**config.mk**
```make
export PLATFORM = sky130hd
export DESIGN_NAME = tie_cfg_bank
export DESIGN_NICKNAME = d
export VERILOG_FILES = /design/src/rtl/tie_cfg_pkg.sv /design/src/rtl/tie_cfg_shreg.sv /design/src/rtl/tie_cfg_bank.sv
export SDC_FILE = /design/constraint.sdc
export NUM_CORES = 1
export LEC_CHECK = 0
export CELL_PAD_IN_SITES_DETAIL_PLACEMENT = 0
export CELL_PAD_IN_SITES_GLOBAL_PLACEMENT = 1
export CORE_MARGIN = 1
export CORE_UTILIZATION = 52
export CTS_BUF_LIST = sky130_fd_sc_hd__clkbuf_4 sky130_fd_sc_hd__clkbuf_8
export DETAILED_ROUTE_END_ITERATION = 10
export DONT_BUFFER_PORTS = 1
export GPL_TIMING_DRIVEN = 0
export PLACE_DENSITY_LB_ADDON = 0.1
export REMOVE_ABC_BUFFERS = 1
export SYNTH_ARGS = -nofsm -noshare
export SYNTH_HDL_FRONTEND = slang
export SYNTH_SLANG_ARGS = --single-unit
```
**constraint.sdc**
```tcl
create_clock -name ck -period 2.3 [get_ports ck]
set_input_delay 0.23 -clock ck [delete_from_list [all_inputs] [get_ports ck]]
set_output_delay 0.23 -clock ck [all_outputs]
set_load 0.05 [all_outputs]
```
**src/rtl/tie_cfg_pkg.sv**
```systemverilog
// Shared FSM encoding and frame-length helper for the tie-off bank.
// Optional parity bit in each frame is enabled by macro TIE_CFG_PARITY_EN.
package tie_cfg_pkg;

  typedef enum logic [1:0] {
    IDLE   = 2'd0,
    SHIFT  = 2'd1,
    FULL   = 2'd2,
    LOCKED = 2'd3
  } state_e;

  function automatic int frame_len(input int width);
`ifdef TIE_CFG_PARITY_EN
    return width + 1;
`else
    return width;
`endif
  endfunction

endpackage

```
**src/rtl/tie_cfg_shreg.sv**
```systemverilog
// Shadow shift register with saturating bit counter and full/overrun flags.
// With TIE_CFG_PARITY_EN, a parity flop heads the chain and receives the last bit of the frame.
module tie_cfg_shreg
  import tie_cfg_pkg::*;
#(
  parameter int WIDTH = 8,
  parameter int CNT_W = $clog2(frame_len(WIDTH) + 2)
) (
  input  logic             ck,
  input  logic             nrst,
  input  logic             shift_i,
  input  logic             clr_i,
  input  logic             si_i,
  output logic [WIDTH-1:0] data_o,
  output logic             par_ok_o,
  output logic             so_o,
  output logic             full_o,
  output logic             fill_o,
  output logic             overrun_o
);

  localparam int FL = frame_len(WIDTH);
  localparam logic [CNT_W-1:0] CNT_FULL = CNT_W'(FL);
  localparam logic [CNT_W-1:0] CNT_OVR  = CNT_W'(FL + 1);

  logic [WIDTH-1:0] shadow_q, shadow_d;
  logic [CNT_W-1:0] cnt_q, cnt_d;
  logic             so_q, so_d;
  logic             head_bit;
  logic [WIDTH:0]   chain;

`ifdef TIE_CFG_PARITY_EN
  logic par_q, par_d;
  assign head_bit = par_q;
`else
  assign head_bit = si_i;
`endif

  assign chain = {head_bit, shadow_q};

  always_comb begin
    shadow_d = shadow_q;
    cnt_d    = cnt_q;
    so_d     = so_q;
`ifdef TIE_CFG_PARITY_EN
    par_d    = par_q;
`endif
    if (clr_i) begin
      cnt_d = '0;
    end else if (shift_i) begin
      so_d     = shadow_q[0];
      shadow_d = chain[WIDTH:1];
`ifdef TIE_CFG_PARITY_EN
      par_d    = si_i;
`endif
      if (cnt_q != CNT_OVR) cnt_d = cnt_q + CNT_W'(1);
    end
  end

  always_ff @(posedge ck or negedge nrst) begin
    if (!nrst) begin
      shadow_q <= '0;
      cnt_q    <= '0;
      so_q     <= 1'b0;
`ifdef TIE_CFG_PARITY_EN
      par_q    <= 1'b0;
`endif
    end else begin
      shadow_q <= shadow_d;
      cnt_q    <= cnt_d;
      so_q     <= so_d;
`ifdef TIE_CFG_PARITY_EN
      par_q    <= par_d;
`endif
    end
  end

  assign data_o    = shadow_q;
  assign so_o      = so_q;
  assign full_o    = (cnt_q == CNT_FULL);
  assign overrun_o = (cnt_q == CNT_OVR);
  // A shift taken this cycle leaves the counter at or beyond a complete frame.
  assign fill_o    = (cnt_q >= CNT_FULL - CNT_W'(1));
`ifdef TIE_CFG_PARITY_EN
  assign par_ok_o  = (par_q == ^shadow_q);
`else
  assign par_ok_o  = 1'b1;
`endif

endmodule

```
**src/rtl/tie_cfg_bank.sv**
```systemverilog
// Reprogrammable tie-off bank: parameter reset value, serial shift/update override, lock until reset.
// Macro TIE_CFG_PARITY_EN appends an even-parity bit to each frame and rejects mismatching updates.
module tie_cfg_bank
  import tie_cfg_pkg::*;
#(
  parameter int               WIDTH     = 8,
  parameter logic [WIDTH-1:0] RESET_VAL = '0,
  parameter int               CNT_W     = $clog2(frame_len(WIDTH) + 2)
) (
  input  logic             ck,
  input  logic             nrst,
  input  logic             se,
  input  logic             si,
  input  logic             upd,
  input  logic             lock,
  output logic [WIDTH-1:0] q,
  output logic             so,
  output logic             done,
  output logic             err,
  output logic             locked
);

  state_e           state_q, state_d;
  logic [WIDTH-1:0] q_q, q_d;
  logic             done_q, done_d;
  logic             err_q, err_d;
  logic             locked_q;
  logic             shift, clr;
  logic [WIDTH-1:0] shadow;
  logic             par_ok, full, fill, overrun;

  tie_cfg_shreg #(
    .WIDTH(WIDTH),
    .CNT_W(CNT_W)
  ) u_shreg (
    .ck       (ck),
    .nrst     (nrst),
    .shift_i  (shift),
    .clr_i    (clr),
    .si_i     (si),
    .data_o   (shadow),
    .par_ok_o (par_ok),
    .so_o     (so),
    .full_o   (full),
    .fill_o   (fill),
    .overrun_o(overrun)
  );

  always_comb begin
    state_d = state_q;
    q_d     = q_q;
    done_d  = 1'b0;
    err_d   = err_q;
    shift   = 1'b0;
    clr     = 1'b0;
    case (state_q)
      IDLE, SHIFT, FULL: begin
        if (se) begin
          // A shift always wins; an upd in the same cycle is only a protocol error.
          shift   = 1'b1;
          state_d = fill ? FULL : SHIFT;
          if (upd) err_d = 1'b1;
        end else if (state_q == IDLE) begin
          if (upd)  err_d   = 1'b1;
          if (lock) state_d = LOCKED;
        end else if (upd) begin
          clr     = 1'b1;
          state_d = IDLE;
          if (state_q == FULL && full && !overrun && par_ok) begin
            q_d    = shadow;
            done_d = 1'b1;
            err_d  = 1'b0;
          end else begin
            err_d  = 1'b1;
          end
        end
      end
      LOCKED: begin
        if (upd) err_d = 1'b1;
      end
      default: state_d = IDLE;
    endcase
  end

  always_ff @(posedge ck or negedge nrst) begin
    if (!nrst) begin
      state_q  <= IDLE;
      q_q      <= RESET_VAL;
      done_q   <= 1'b0;
      err_q    <= 1'b0;
      locked_q <= 1'b0;
    end else begin
      state_q  <= state_d;
      q_q      <= q_d;
      done_q   <= done_d;
      err_q    <= err_d;
      locked_q <= (state_d == LOCKED);
    end
  end

  assign q      = q_q;
  assign done   = done_q;
  assign err    = err_q;
  assign locked = locked_q;

endmodule

```
Word-level counts from Yosys, hierarchy flattened

Cells that the tools add are included.
W data, S select, Z words.

Register bits: 26
Input bits: 6

Muxes and demuxes: 26
Reduce and logical (&&, ||, !) cells: 10
Magnitude comparators: 1
$add $sub $neg: 1
Eq/ne operators: 8
Bitwise gates (word level): 3

Operators by type and width:

| cell                  | count |
|---|---|
| $mux W1               | 16 |
| $mux W2               | 6 |
| $mux W4               | 3 |
| $eq A4 B4 Y1 const B  | 2 |
| $ne A4 B4 Y1 const B  | 2 |
| $eq A2 B2 Y1 const B  | 3 |
| $reduce_and A5 Y1     | 1 |
| $add A4 B1 Y4 const B | 1 |
| $ge A4 B3 Y1 const B  | 1 |
| $reduce_and A2 Y1     | 2 |
| $reduce_bool A2 Y1    | 2 |
| $not A1 Y1            | 3 |
| $reduce_or A3 Y1      | 1 |
| $eq A2 B1 Y1 const B  | 1 |
| $logic_and A1 B1 Y1   | 2 |
| $logic_not A2 Y1      | 1 |
| $pmux W1 S2           | 1 |
| $logic_not A1 Y1      | 1 |

Longest topological paths before layout

Word-level depth: 8
Mapped depth: 7
Depth with buffers taken out: 6

By module

A second synthesis with hierarchy kept.

Cells, all modules: 94
Area, all modules: 1234.9 um^2

By module, submodules not included:

| module        | cells an instance | area each (um^2) | instances |
|---|---|---|---|
| tie_cfg_bank  | 46                | 619.3            | 1 |
| tie_cfg_shreg | 48                | 615.6            | 1 |

Worst setup path after synthesis

Ideal clock, no wire load.

Path type: register to register
Start point: register state_q[0]
End point: register q_q[0], in the netlist q[0]
Arrival time: 1.489 ns
Setup time: 0.125 ns
Stages on the path, launching flop included: 8
Path slack: 0.686 ns
Period minus slack after synthesis: 1.614 ns
Buffers on the path: 1
Cell sequence: dfrtp_1 > inv_1 > ha_1 > nor3_2 > and2_2 > buf_6 > nand3_4 > mux2_2

Word-level cells in the longest chain between the ends: 4

Ends and longest elaborated chain:

| element                                | line                                   | source |
|---|---|---|
| start: declaration                     | tie_cfg_bank.sv:23                     | `state_e state_q, state_d;` |
| start signal: assignment               | tie_cfg_bank.sv:93                     | `state_q <= state_d;` |
| $eq A2 B2 Y1                           | tie_cfg_bank.sv:56, tie_cfg_bank.sv:69 |  |
| $logic_and A1 B1 Y1 (2 in series)      | tie_cfg_bank.sv:69                     | `if (state_q == FULL && full && !overrun && par_ok) begin` |
| $reduce_and A5 Y1 (no source line) (*) | --                                     |  |
| end signal: assignment                 | tie_cfg_bank.sv:94                     | `q_q <= q_d;` |
| end: declaration                       | tie_cfg_bank.sv:24                     | `logic [WIDTH-1:0] q_q, q_d;` |

Mark *: on every way between the ends. The rest lies on a longest branch, timed or not.
A chain may end at the register's enable or synchronous reset.

Worst setup path after layout

Start point: register state_q[0]
End point: register u_shreg.cnt_q[1]

Word-level cells in the longest chain between the ends: 6

Ends and longest elaborated chain:

| element                             | line                                   | source |
|---|---|---|
| $logic_not A2 Y1                    | tie_cfg_bank.sv:56, tie_cfg_bank.sv:63 |  |
| $mux W1                             | tie_cfg_bank.sv:63                     | `end else if (state_q == IDLE) begin` |
| $mux W1                             | tie_cfg_bank.sv:58                     | `if (se) begin` |
| $mux W1                             | tie_cfg_bank.sv:56                     | `case (state_q)` |
| $reduce_bool A2 Y1 (no source line) | --                                     |  |
| $reduce_and A2 Y1 (no source line)  | --                                     |  |
| end signal: assignment              | tie_cfg_shreg.sv:70                    | `cnt_q <= cnt_d;` |
| end: declaration                    | tie_cfg_shreg.sv:27                    | `logic [CNT_W-1:0] cnt_q, cnt_d;` |

Parallel ways exist; a longest one is shown, timed or not.

==> summary.md <==
| Metric | Value |
|---|---|
| CP startpoint | state_q[0] |
| Ant diodes | 0 |
| Pre-CTS setup slack | -56.3 ps |
| Worst hold path startpoint | si |
| Mapped cell area | around 1200 sq um |
| Worst Tran Pin Value | 625 ps |
| Antenna violations before repair | 0 |
| Final core utilization | 61.0% |
| WHS | a little under 60 ps |
| Setup TNS | 0 ps |
| Critical Path Max Stage Delay | about 540 ps |
| Fillcell total | 177 |
| Post-synthesis instance total | between 80 and 90 |
| CP delay by family, top | simple AND/OR/NAND/NOR gates |
| Die width | between 40 and 50 um |
| CP required | approximately 2500 ps |
| Setup bufs post-CTS | 0 |
| Mean post-synth cell area | between 10 and 15 sq um |
| CP bufs+invs | 0 |
| Worst-path maximum fanout | 14 |
| CP cell instances | ha_1 > nor2b_2 > o21ai_0 > mux2i_1 > nor2_1 |
| Max Cap Violations | 0 |
| Final hold vios | 0 |
| Drc violations | 0 |
| Max Slew Vio Count | 0 |
| Synth-to-Final Area Change | 5.96% |
| Startpoint types | register |
| GR Overflow Total | 0 |
| DRT antenna net count | 0 |
| DR WL/cell | about 14 um |
| Sink Count | 26 |
| Reg2Reg Setup Slack | approximately 360 ps |
| Via/cell ratio | between 5 and 6 |
| Num CTS Buffers | 3 |
| Reg2reg end | u_shreg.cnt_q[1] |
| Root Buffer | clkbuf_4 |
| LEAKAGE | a little under 0.6 nW |
| Most common cell after layout, fill and taps aside | dfrtp_1 |
| Synth unique cells | 27 |
| Vias in the first global route | 681 |
| FF-to-FF Start | state_q[0] |
| Nets@finish | about 110 |
| Final GP Congestion | 0.805 |
| Total Wirelength | between 1.5 and 2 mm |
| PD cells | ~1200 nW/um^2 |
| Sequential element share of the synthesized area | between 50% and 60% |
| Final Cell Area | 1250 sq um |
| Io pins | 18 |
| H-tree levels | 1 |
| Core area | 2040 sq um |
| Share of layout cells above drive strength 1 | 28.3% |
| Die Ht | approximately 50 um |
| Worst setup EP type | register |
| First-pass GRT wire length | between 2 and 3 mm |
| Starting Density | between 50 and 60% |
| Fmax | 0.515 GHz |
| Worst-path clk slew | ~130 ps |
| Setup violators final | 0 |
| Slowest CP cell | nor2b_2 |
| Critical path type | reg2reg |
| Drt first pass iters | 4 |
| Hold depth | 1 |
| Hold/Removal Path Class | in2reg |
| Crit path time final | about 1900 ps |
| Fin crit share | between 80% and 90% |
| CTS tree | built |
| Largest net degree at the start of global routing | 27 |
| Flops & latches, synth | 26 |
| WHS Endpoint | u_shreg.data_o[7] |
| Cell Rows | 16 |
| Commonest non-fill, non-tap cells in the layout | dfrtp_1 (26), mux2_2 (17), inv_1 (6), nand2_1 (6), ha_1 (6) |
| Clock skew | 6.37 ps |
| Tot GR Track Use | 16.2% |
| Total Power | between 1 and 1.5 mW |
| Final setup margin | about 360 ps |
| DRT iter0 DRCs | 7 |
| Worst EP arrival | around 2200 ps |
| HPWL Detailed | about 1.2 mm |
| RSZ-0062 raised after global routing | false |
| Non-Filler Instances | between 100 and 150 |
| Maximum vdd drop | 0.000590 V |
| Vias | 653 |
| Dpl cell area | about 1200 sq um |
| Die ar. | about 2500 sq um |
| Relative slew slack | between 50% and 60% |
| Worst-case reg-to-reg path depth | 5 |
| Worst skew pair latency | 310 ps |
| Dpl cells | around 110 |
| YS warnings | 0 |
| Status | complete, no violations |
| Port Buffer Count | 0 |
| CTS Buffer Depth | 2 |
power breakdown:
group          internal (mW)  switching (mW)
Clock                 0.0613           0.122
Combinational          0.236           0.216
Sequential             0.601           0.207
Total                  0.899           0.545
kinds of logic (layout without fill, tap and decap cells):
| family | after synthesis | after routing | synth area share, % |
|---|---|---|---|
| flops | 26 | 26 | 55.3 |
| mux | 18 | 18 | 17.1 |
| compound gates | 9 | 9 | 5.32 |
| fa+ha+maj | 6 | 6 | 6.38 |
| xor+xnor | 2 | 2 | 1.49 |
| simple gates | 20 | 20 | 10.9 |
| buf+inv | 8 | 11 | 3.51 |
worst max path at each step:
stage / endpoint / slack [ps] / cells past startpoint
after floorplan: u_shreg.cnt_q[0] / 360 / 5
after global placement: u_shreg.cnt_q[1] / -110 / 5
after detailed placement: u_shreg.cnt_q[0] / -60 / 5
after CTS: u_shreg.cnt_q[1] / 320 / 5
after global routing: u_shreg.cnt_q[0] / 190 / 5
final: u_shreg.cnt_q[1] / 360 / 5
cells in the mapped netlist, drive strengths merged:
master	number	area share, %
mux2i	1	0.85
mux2	17	16
nand4b	1	0.74
xnor2	1	0.74
a21boi	1	0.64
nand2b	2	1.1
nand2	6	1.9
a2bb2oi	1	0.74
xor2	1	0.74
o31a	2	1.5
nand3	1	1.5
dfrtp	26	55
ha	6	6.4
o2111ai	1	0.74
o21ai	2	0.85
a21oi	2	0.85
and4bb	1	1.1
nor2b	1	0.53
nand4	1	0.53
nor4	1	0.53
nor2	3	0.96
buf	2	1.6
inv	6	1.9
and2	2	1.2
nor3	1	0.85
sequential cells by signal (all words and copies together) (netlist names):
| name | flops |
|---|---|
| locked | 1 |
| err | 1 |
| u_shreg.data_o | 8 |
| u_shreg.cnt_q | 4 |
| q | 8 |
| done | 1 |
| u_shreg.so_o | 1 |
| state_q | 2 |
area by class of cell:
cell class                 count  area, sq um  area share [%]
multi-input combinational     55          487            39.1
timing repair buffer           2         30.0            2.41
inverter                       6         22.5            1.81
sequential                    26          651            52.2
tap                           27         33.8            2.71
clock buffer                   3         22.5            1.81
metal layers:
metal	global-route usage [%]	wire length, um
met1	20.9	779
met2	24.8	789
met3	4.63	79
met4	8.57	35
met5	0	0
repair_timing:
action	CTS	global route
hold buffers	2	0
endpoints found under the hold margin	26	0
endpoints found under the setup margin	2	0
resized for setup	1	0
Note: power is estimated with default switching activity, not from simulation.
